===== config.mk =====
export PLATFORM = sky130hd
export DESIGN_NAME = bitstream_mem_writer
export DESIGN_NICKNAME = d
export VERILOG_FILES = /design/src/rtl/bs_writer_pkg.sv /design/src/rtl/sync_fifo.sv /design/src/rtl/bitstream_mem_writer.sv
export SDC_FILE = /design/constraint.sdc
export NUM_CORES = 2
export LEC_CHECK = 0
export CAP_MARGIN = 40
export CORE_ASPECT_RATIO = 2
export CORE_MARGIN = 2
export CORE_UTILIZATION = 30
export DETAILED_ROUTE_END_ITERATION = 8
export HOLD_SLACK_MARGIN = 0.15
export SKIP_LAST_GASP = 1
export SLEW_MARGIN = 20
export SYNTH_ARGS = -nofsm -noshare
export SYNTH_HDL_FRONTEND = slang
export SYNTH_SLANG_ARGS = --single-unit

===== constraint.sdc =====
create_clock -name clock -period 11.5 [get_ports clock]
set_clock_uncertainty 0.05 [all_clocks]
set_input_delay 2.3 -clock clock [delete_from_list [all_inputs] [get_ports clock]]
set_output_delay 2.3 -clock clock [all_outputs]
set_load 0.05 [all_outputs]

===== src/rtl/bs_writer_pkg.sv =====
// Shared types and helpers for the bitstream memory writer.
package bs_writer_pkg;

  localparam int WORD_BYTES = 4;

  typedef struct packed {
    logic [31:0] addr;
    logic [31:0] val;
    logic [2:0]  size;
  } patch_t;

  typedef enum logic [1:0] {IDLE, DATA, PATCH0, PATCH1} issue_state_t;

  // Byte enables for a partial flush word holding n leading bytes.
  function automatic logic [3:0] be_leading(input logic [1:0] n);
    case (n)
      2'd1:    return 4'b1000;
      2'd2:    return 4'b1100;
      2'd3:    return 4'b1110;
      default: return 4'b0000;
    endcase
  endfunction

endpackage


===== src/rtl/sync_fifo.sv =====
// First-word fall-through FIFO accepting up to three writes per cycle and one read.
// The writer must check o_free_count before pushing; DEPTH must be a power of 2.
module sync_fifo #(
  parameter int WIDTH = 36,
  parameter int DEPTH = 16
) (
  input  logic                       clock,
  input  logic                       reset_n,
  input  logic [1:0]                 i_wr_cnt,
  input  logic [3*WIDTH-1:0]         i_wr_data,
  input  logic                       i_rd_en,
  output logic [WIDTH-1:0]           o_rd_data,
  output logic                       o_empty,
  output logic [$clog2(DEPTH):0]     o_free_count
);

  localparam int PTR_W = $clog2(DEPTH);
  localparam int CNT_W = PTR_W + 1;

  logic [WIDTH-1:0] r_mem [DEPTH];
  logic [PTR_W-1:0] r_wrPtr;
  logic [PTR_W-1:0] r_rdPtr;
  logic [CNT_W-1:0] r_count;
  logic             w_rd;

  assign o_empty      = (r_count == '0);
  assign o_free_count = CNT_W'(DEPTH) - r_count;
  assign o_rd_data    = r_mem[r_rdPtr];
  assign w_rd         = i_rd_en && !o_empty;

  // Lane 0 lands at the write pointer, later lanes follow in order.
  always_ff @(posedge clock) begin
    for (int i = 0; i < 3; i++) begin
      if (2'(i) < i_wr_cnt) r_mem[r_wrPtr + PTR_W'(i)] <= i_wr_data[i*WIDTH +: WIDTH];
    end
  end

  always_ff @(posedge clock or negedge reset_n) begin
    if (!reset_n) begin
      r_wrPtr <= '0;
      r_rdPtr <= '0;
      r_count <= '0;
    end else begin
      r_wrPtr <= r_wrPtr + PTR_W'(i_wr_cnt);
      if (w_rd) r_rdPtr <= r_rdPtr + 1'b1;
      r_count <= r_count + CNT_W'(i_wr_cnt) - CNT_W'(w_rd);
    end
  end

endmodule


===== src/rtl/bitstream_mem_writer.sv =====
// Packs the encoder byte stream into big-endian words, queues them, and writes them to
// frame memory, interleaving size-field back-patches once their bytes are in memory.
module bitstream_mem_writer
  import bs_writer_pkg::*;
#(
  parameter int                ADDR_W      = 32,
  parameter int                FIFO_DEPTH  = 16,
  parameter int                PATCH_DEPTH = 4,
  parameter logic [ADDR_W-1:0] BASE_ADDR   = '0
) (
  input  logic              clock,
  input  logic              reset_n,
  input  logic [3:0]        in_byte_num,
  input  logic [63:0]       in_val,
  input  logic [31:0]       patch_addr,
  input  logic [31:0]       patch_val,
  input  logic [31:0]       patch_byte_size,
  input  logic              frame_end,
  output logic              mem_wr_en,
  output logic [ADDR_W-1:0] mem_addr,
  output logic [31:0]       mem_wdata,
  output logic [3:0]        mem_be,
  input  logic              mem_ready,
  output logic [31:0]       total_bytes,
  output logic              overflow,
  output logic              busy
);

  localparam int FCNT_W = $clog2(FIFO_DEPTH) + 1;
  localparam int PCNT_W = $clog2(PATCH_DEPTH) + 1;
  localparam int DW     = 36;
  localparam int PW     = $bits(patch_t);

  issue_state_t      r_state, w_next;
  logic [23:0]       r_res;
  logic [1:0]        r_resCnt;
  logic [31:0]       r_totalBytes, r_memBytes;
  logic              r_overflow;
  logic [ADDR_W-1:0] r_dataAddr;

  logic [3:0]        w_n, w_total;
  logic [1:0]        w_full, w_rem, w_pushCnt, w_dataPush;
  logic              w_flush, w_patchReq, w_dataDrop, w_patchDrop, w_drop, w_patchPush;
  logic [87:0]       w_cat, w_mask, w_catM;
  logic [2:0][31:0]  w_word;
  logic [23:0]       w_resNext;
  logic [3*DW-1:0]   w_dataLanes;
  logic [3*PW-1:0]   w_patchLanes;
  logic [DW-1:0]     w_dh;
  logic              w_dataEmpty, w_patchEmpty;
  logic [FCNT_W-1:0] w_dataFree;
  logic [PCNT_W-1:0] w_patchFree;
  patch_t            w_ph;
  logic [1:0]        w_off;
  logic [7:0]        w_beSpan;
  logic [63:0]       w_valSpan;
  logic              w_split, w_elig, w_accept, w_popData, w_popPatch;
  logic              w_selData, w_selP0, w_selP1;
  logic [31:0]       w_patchEnd;
  logic [ADDR_W-1:0] w_patchWordAddr;

  // Residual bytes sit MSB-first on top; new bytes follow directly behind them.
  assign w_n     = (in_byte_num > 4'd8) ? 4'd0 : in_byte_num;
  assign w_total = {2'b00, r_resCnt} + w_n;
  assign w_cat   = {r_res, 64'h0} | ({in_val, 24'h0} >> (8 * r_resCnt));
  assign w_mask  = ~({88{1'b1}} >> (8 * w_total));
  assign w_catM  = w_cat & w_mask;
  assign w_full  = w_total[3:2];
  assign w_rem   = w_total[1:0];
  assign w_flush = frame_end && (w_rem != 2'd0);
  assign w_pushCnt = w_full + 2'(w_flush);

  assign w_word[0] = w_catM[87:56];
  assign w_word[1] = w_catM[55:24];
  assign w_word[2] = {w_catM[23:0], 8'h00};

  always_comb begin
    w_dataLanes = '0;
    for (int i = 0; i < 3; i++) begin
      w_dataLanes[i*DW +: DW] = {w_word[i], (i < int'(w_full)) ? 4'hF : be_leading(w_rem)};
    end
    case (w_full)
      2'd0:    w_resNext = w_catM[87:64];
      2'd1:    w_resNext = w_catM[55:32];
      default: w_resNext = w_catM[23:0];
    endcase
  end

  // A cycle that cannot be fully queued is dropped as a whole, patch included.
  assign w_patchReq   = (patch_byte_size != 32'd0) && (patch_byte_size <= 32'd4);
  assign w_dataDrop   = FCNT_W'(w_pushCnt) > w_dataFree;
  assign w_patchDrop  = w_patchReq && (w_patchFree == '0);
  assign w_drop       = w_dataDrop || w_patchDrop;
  assign w_dataPush   = w_drop ? 2'd0 : w_pushCnt;
  assign w_patchPush  = w_patchReq && !w_drop;
  assign w_patchLanes = {{(2*PW){1'b0}}, patch_addr, patch_val, patch_byte_size[2:0]};

  sync_fifo #(.WIDTH(DW), .DEPTH(FIFO_DEPTH)) u_dataFifo (
    .clock(clock), .reset_n(reset_n),
    .i_wr_cnt(w_dataPush), .i_wr_data(w_dataLanes), .i_rd_en(w_popData),
    .o_rd_data(w_dh), .o_empty(w_dataEmpty), .o_free_count(w_dataFree)
  );

  sync_fifo #(.WIDTH(PW), .DEPTH(PATCH_DEPTH)) u_patchFifo (
    .clock(clock), .reset_n(reset_n),
    .i_wr_cnt({1'b0, w_patchPush}), .i_wr_data(w_patchLanes), .i_rd_en(w_popPatch),
    .o_rd_data(w_ph), .o_empty(w_patchEmpty), .o_free_count(w_patchFree)
  );

  // Patch value laid out across an 8-byte window starting at its word; second half is beat 1.
  assign w_off           = w_ph.addr[1:0];
  assign w_beSpan        = 8'(8'hFF << (4'd8 - {1'b0, w_ph.size})) >> w_off;
  assign w_valSpan       = ({w_ph.val, 32'h0} << (6'd32 - {w_ph.size, 3'b000})) >> {w_off, 3'b000};
  assign w_split         = |w_beSpan[3:0];
  assign w_patchEnd      = w_ph.addr + {29'h0, w_ph.size};
  assign w_elig          = !w_patchEmpty && (w_patchEnd <= r_memBytes);
  assign w_patchWordAddr = BASE_ADDR + ADDR_W'({w_ph.addr[31:2], 2'b00});

  always_ff @(posedge clock or negedge reset_n) begin
    if (!reset_n) r_state <= IDLE;
    else          r_state <= w_next;
  end

  // IDLE presents a fresh choice at once; an unaccepted beat locks into its state to stay stable.
  always_comb begin
    w_next     = r_state;
    w_selData  = 1'b0;
    w_selP0    = 1'b0;
    w_selP1    = 1'b0;
    mem_addr   = '0;
    mem_wdata  = '0;
    mem_be     = '0;
    case (r_state)
      IDLE: begin
        if (w_elig)            w_selP0   = 1'b1;
        else if (!w_dataEmpty) w_selData = 1'b1;
      end
      DATA:    w_selData = 1'b1;
      PATCH0:  w_selP0   = 1'b1;
      PATCH1:  w_selP1   = 1'b1;
      default: ;
    endcase
    mem_wr_en  = w_selData || w_selP0 || w_selP1;
    w_accept   = mem_wr_en && mem_ready;
    w_popData  = w_selData && w_accept;
    w_popPatch = w_accept && (w_selP1 || (w_selP0 && !w_split));
    if (w_selData) begin
      mem_addr  = r_dataAddr;
      mem_wdata = w_dh[35:4];
      mem_be    = w_dh[3:0];
      w_next    = w_accept ? IDLE : DATA;
    end else if (w_selP0) begin
      mem_addr  = w_patchWordAddr;
      mem_wdata = w_valSpan[63:32];
      mem_be    = w_beSpan[7:4];
      w_next    = w_accept ? (w_split ? PATCH1 : IDLE) : PATCH0;
    end else if (w_selP1) begin
      mem_addr  = w_patchWordAddr + ADDR_W'(WORD_BYTES);
      mem_wdata = w_valSpan[31:0];
      mem_be    = w_beSpan[3:0];
      w_next    = w_accept ? IDLE : PATCH1;
    end
  end

  always_ff @(posedge clock or negedge reset_n) begin
    if (!reset_n) begin
      r_res        <= '0;
      r_resCnt     <= '0;
      r_totalBytes <= '0;
      r_overflow   <= 1'b0;
      r_dataAddr   <= BASE_ADDR;
      r_memBytes   <= '0;
    end else begin
      if (w_drop) begin
        r_overflow <= 1'b1;
      end else begin
        r_totalBytes <= r_totalBytes + 32'(w_n);
        r_res        <= frame_end ? 24'h0 : w_resNext;
        r_resCnt     <= frame_end ? 2'd0 : w_rem;
      end
      if (w_popData) begin
        r_dataAddr <= r_dataAddr + ADDR_W'(WORD_BYTES);
        r_memBytes <= r_memBytes + 32'($countones(w_dh[3:0]));
      end
    end
  end

  assign total_bytes = r_totalBytes;
  assign overflow    = r_overflow;
  assign busy        = (r_resCnt != 2'd0) || !w_dataEmpty || !w_patchEmpty || mem_wr_en;

endmodule

==> reports/qor.txt <==
Fmax achieved: 93.4 MHz
Worst path max stage delay: 0.86 ns
Die H: 619 um
Crit Path Class: reg -> out
top-area cell type share of the netlist area: 0.379
R2R setup slack: 3.17 ns
Net Sw Power: 0.00942 W
Placer Congestion: 1.04
Clk pin slew, worst setup/hold paths: 0.07 ns
via count: 47,000
placed cells: 7,646
Critical R2R Launch: u_patchFifo.r_rdPtr[1]$_DFFE_PN0P_
end of the critical path: mem_wdata[10]
Gate power share: 0.569
share of power burned in registers: 0.266
largest family of logic cells by synthesized area: multiplexers
Syn Inst Count: 5,100
top cell family by delay on the critical path: simple AND/OR/NAND/NOR gates
CP Depth: 24
Commonest cells post-synth: edfxtp_1 (716), mux2i_1 (670), nand2_1 (408), clkbuf_1 (340), a21oi_1 (259)
Rel. slew slack: 0.323
number of fill cells: 18,600
CTS H-tree lvls: 3
final wirelength: 263,000 um
Netlist cell types: 92
clock share of power: 0.166
Slew @ Worst Pin: 1.02 ns
P_leak: 25.8 nW
mux share of post-synthesis cell area: 0.187
core box area: 0.188 mm2
Global Route Usage Sum: 0.266
FF-to-FF End: u_dataFifo.r_count[4]$_DFF_PN0_
Setup Total Neg Slack: 0 ns
Max-Cap Viols: 0
Synth Area in XOR/XNOR: 0.0244
Slew Limit Fails: 0
simple-gate share of the synthesized area: 0.113
Critical path buffers and inverters: 5
CP max FO: 35
Final ANT Viol Nets: 0
drt drc: 0
Area Overhead vs Synth: 18.4%
initial antenna violation count: 33
critical path startpoint category: register
Critical Path RT: 9.15 ns
Avg Vias per Cell: 6.00
postcts setup bufs: 0
pre-CTS setup slack: 1.61 ns
first-pass GRT wire length: 364,000 um
final cell count without fillers: 7,833
area of the multi-input gates: 0.0274 mm2
vias in the first global route: 47,200
Clock Latency Late Sink: 0.72 ns
Setup-failing EPs final: 0
status: finished clean
Final Worst Setup Slack: 0.793 ns
VDD IR-drop max: 183 uV
adder-cell area share of the yosys netlist: 0.0181
port bufs: 268
compound-gate portion of the synthesized area: 0.130
Sink Count: 987
# hold bufs at CTS: 0
Critical Path End Type: output pin
sequential element share of the synthesized area: 0.487
FF+latch count, synth: 987
CTS tree: done
I/O pin count: 271
ys async rst share: 0.145
cell internal pwr: 0.0100 W
CP startpoint: u_patchFifo.r_rdPtr[1]$_DFFE_PN0P_
utilization after layout: 0.358
Starting DRT DRC Count: 4,955
Hold Vio Cnt, Final: 0
worst reg2reg path depth: 32
period utilization: 0.931
Sw Share: 0.485
nets@finish: 5,498
critical path's slowest cell: clkdlybuf4s50_1
DRT Pass-1 Iters: 6
Synth area leaders: edfxtp_1 (38%), mux2i_1 (12%), dfrtp_1 (6.3%)
die area: 0.193 mm2
Cell Rows: 225
crit path time final: 10.71 ns
pwr/cell area: 289 mW/mm2
most used flip-flop cell after synthesis: edfxtp_1
number of flops mapped to enable cells by yosys: 716
initial core utilization: 0.302
Final HPWL DP: 188,000 um
share of layout cells above drive strength 1: 0.148
CTS buffer count: 89
area taken by flip-flops and latches: 0.0277 mm2
hold path depth: 1
average wire per standard cell: 33.5 um
cts repair resizes: 0
largest net degree at the start of global routing: 102
CP Data Arrival Time: 8.36 ns
RSZ-0062 raised after global routing: false
GRT overflow: 0
Die Wd: 312 um
Mapped Area: 0.0568 mm2
synth warn: 0
area leader, netlist: edfxtp_1
worst hold path type: reg -> reg
count leader, synth: edfxtp_1
CP Cell Sequence: buf_4, mux2i_1, mux2_2, inv_1, ha_1, inv_1, fa_1, nor2b_1, o21a_1, and4_1, nand2_1, nor2_1, nand2_1, xnor2_1, ha_1, nand4_1, nor2_1, a221oi_1, nand4_1, o21ai_4, buf_4, nand3_1, a32oi_1, clkdlybuf4s50_1
Root Driver: clkbuf_16
clock buffer depth: 3
syn avg cell area: 11.1 um2
-- layout make-up --
type	count	area share
Timing Repair Buffer	539	0.0831
Tap cell	2497	0.0465
Antenna cell	9	0.000335
Clock buffer	104	0.0350
Multi-Input combinational cell	3546	0.408
Sequential cell	987	0.411
Inverter	91	0.00508
Clock inverter	60	0.0105
-- placed cells by master, fill, tap and decap left out, drive strengths merged, types with 43 or more instances in the layout --
master / n
clkdlybuf4s50: 263
ha: 67
a211oi: 155
nor4: 55
nand4: 72
xnor2: 113
dfxtp: 128
xor2: 43
nor2: 247
a21oi: 259
nor3: 146
buf: 276
o221ai: 47
clkbuf: 104
nand3: 222
o21ai: 238
mux4: 138
inv: 97
mux2: 72
o211ai: 112
a221oi: 48
dfrtp: 143
nand2: 409
a22o: 44
edfxtp: 716
mux2i: 670
-- sequential cells by signal, summed over array words and instances (netlist names) --
| name | cells |
|---|---|
| overflow | 1 |
| u_patchFifo.r_mem | 268 |
| r_dataAddr | 30 |
| r_res | 24 |
| r_state | 2 |
| u_dataFifo.r_mem | 576 |
| u_patchFifo.r_count | 3 |
| u_dataFifo.r_wrPtr | 4 |
| r_memBytes | 32 |
| u_dataFifo.r_rdPtr | 4 |
| u_patchFifo.r_rdPtr | 2 |
| u_patchFifo.r_wrPtr | 2 |
| r_resCnt | 2 |
| u_dataFifo.r_count | 5 |
| total_bytes | 32 |
-- per-layer routing --
layer	track usage	wire length, um	up-vias	part of all wire
li1	-	-	19800	-
met2	0.488	137000	2646	0.52
met4	0.265	31600	10	0.12
met1	0.240	77300	23500	0.29
met3	0.0497	17200	1093	0.065
met5	0.000253	61	-	0.00023
-- power groups by stage --
stage	Sequential [W]	Clock [W]	Combinational, W
2_1_floorplan	0.00503	0	0.00633
3_3_place_gp	0.00520	0	0.0104
3_5_place_dp	0.00522	0	0.0107
4_1_cts	0.00514	0.00326	0.0107
5_1_grt	0.00520	0.00338	0.0115
6_report	0.00516	0.00323	0.0111
-- metrics by stage --
step | area (um2) | hold slack [ns] | total power, W
finish | 67200 | 0.418 | 0.0194
global route | 67200 | 0.445 | 0.0200
CTS | 67000 | 0.425 | 0.0191
detailed placement | 64000 | 0.405 | 0.0159
global placement | 62700 | 0.403 | 0.0156
floorplan | 56800 | 0.392 | 0.0114
-- cells by family (layout without fill, tap and decap cells) --
kind of cell	count (synthesis)	after routing
flops	987	987
fa+ha+maj	77	77
compound gates	1107	1107
xor+xnor	156	156
other cells	1	11
mux	880	880
simple gates	1324	1324
buf+inv	568	794
-- worst min-delay path by stage --
stage | startpoint | to
3_3_place_gp | u_dataFifo.r_mem[11][10]$_SDFFE_PP0P_ | u_dataFifo.r_mem[11][10]$_SDFFE_PP0P_
2_1_floorplan | r_dataAddr[31]$_DFFE_PN0N_ | r_dataAddr[31]$_DFFE_PN0N_
5_1_grt | overflow$_DFFE_PN0P_ | overflow$_DFFE_PN0P_
6_report | overflow$_DFFE_PN0P_ | overflow$_DFFE_PN0P_
3_5_place_dp | overflow$_DFFE_PN0P_ | overflow$_DFFE_PN0P_
4_1_cts | overflow$_DFFE_PN0P_ | overflow$_DFFE_PN0P_
No activity file was read; power rests on OpenSTA's default activity.
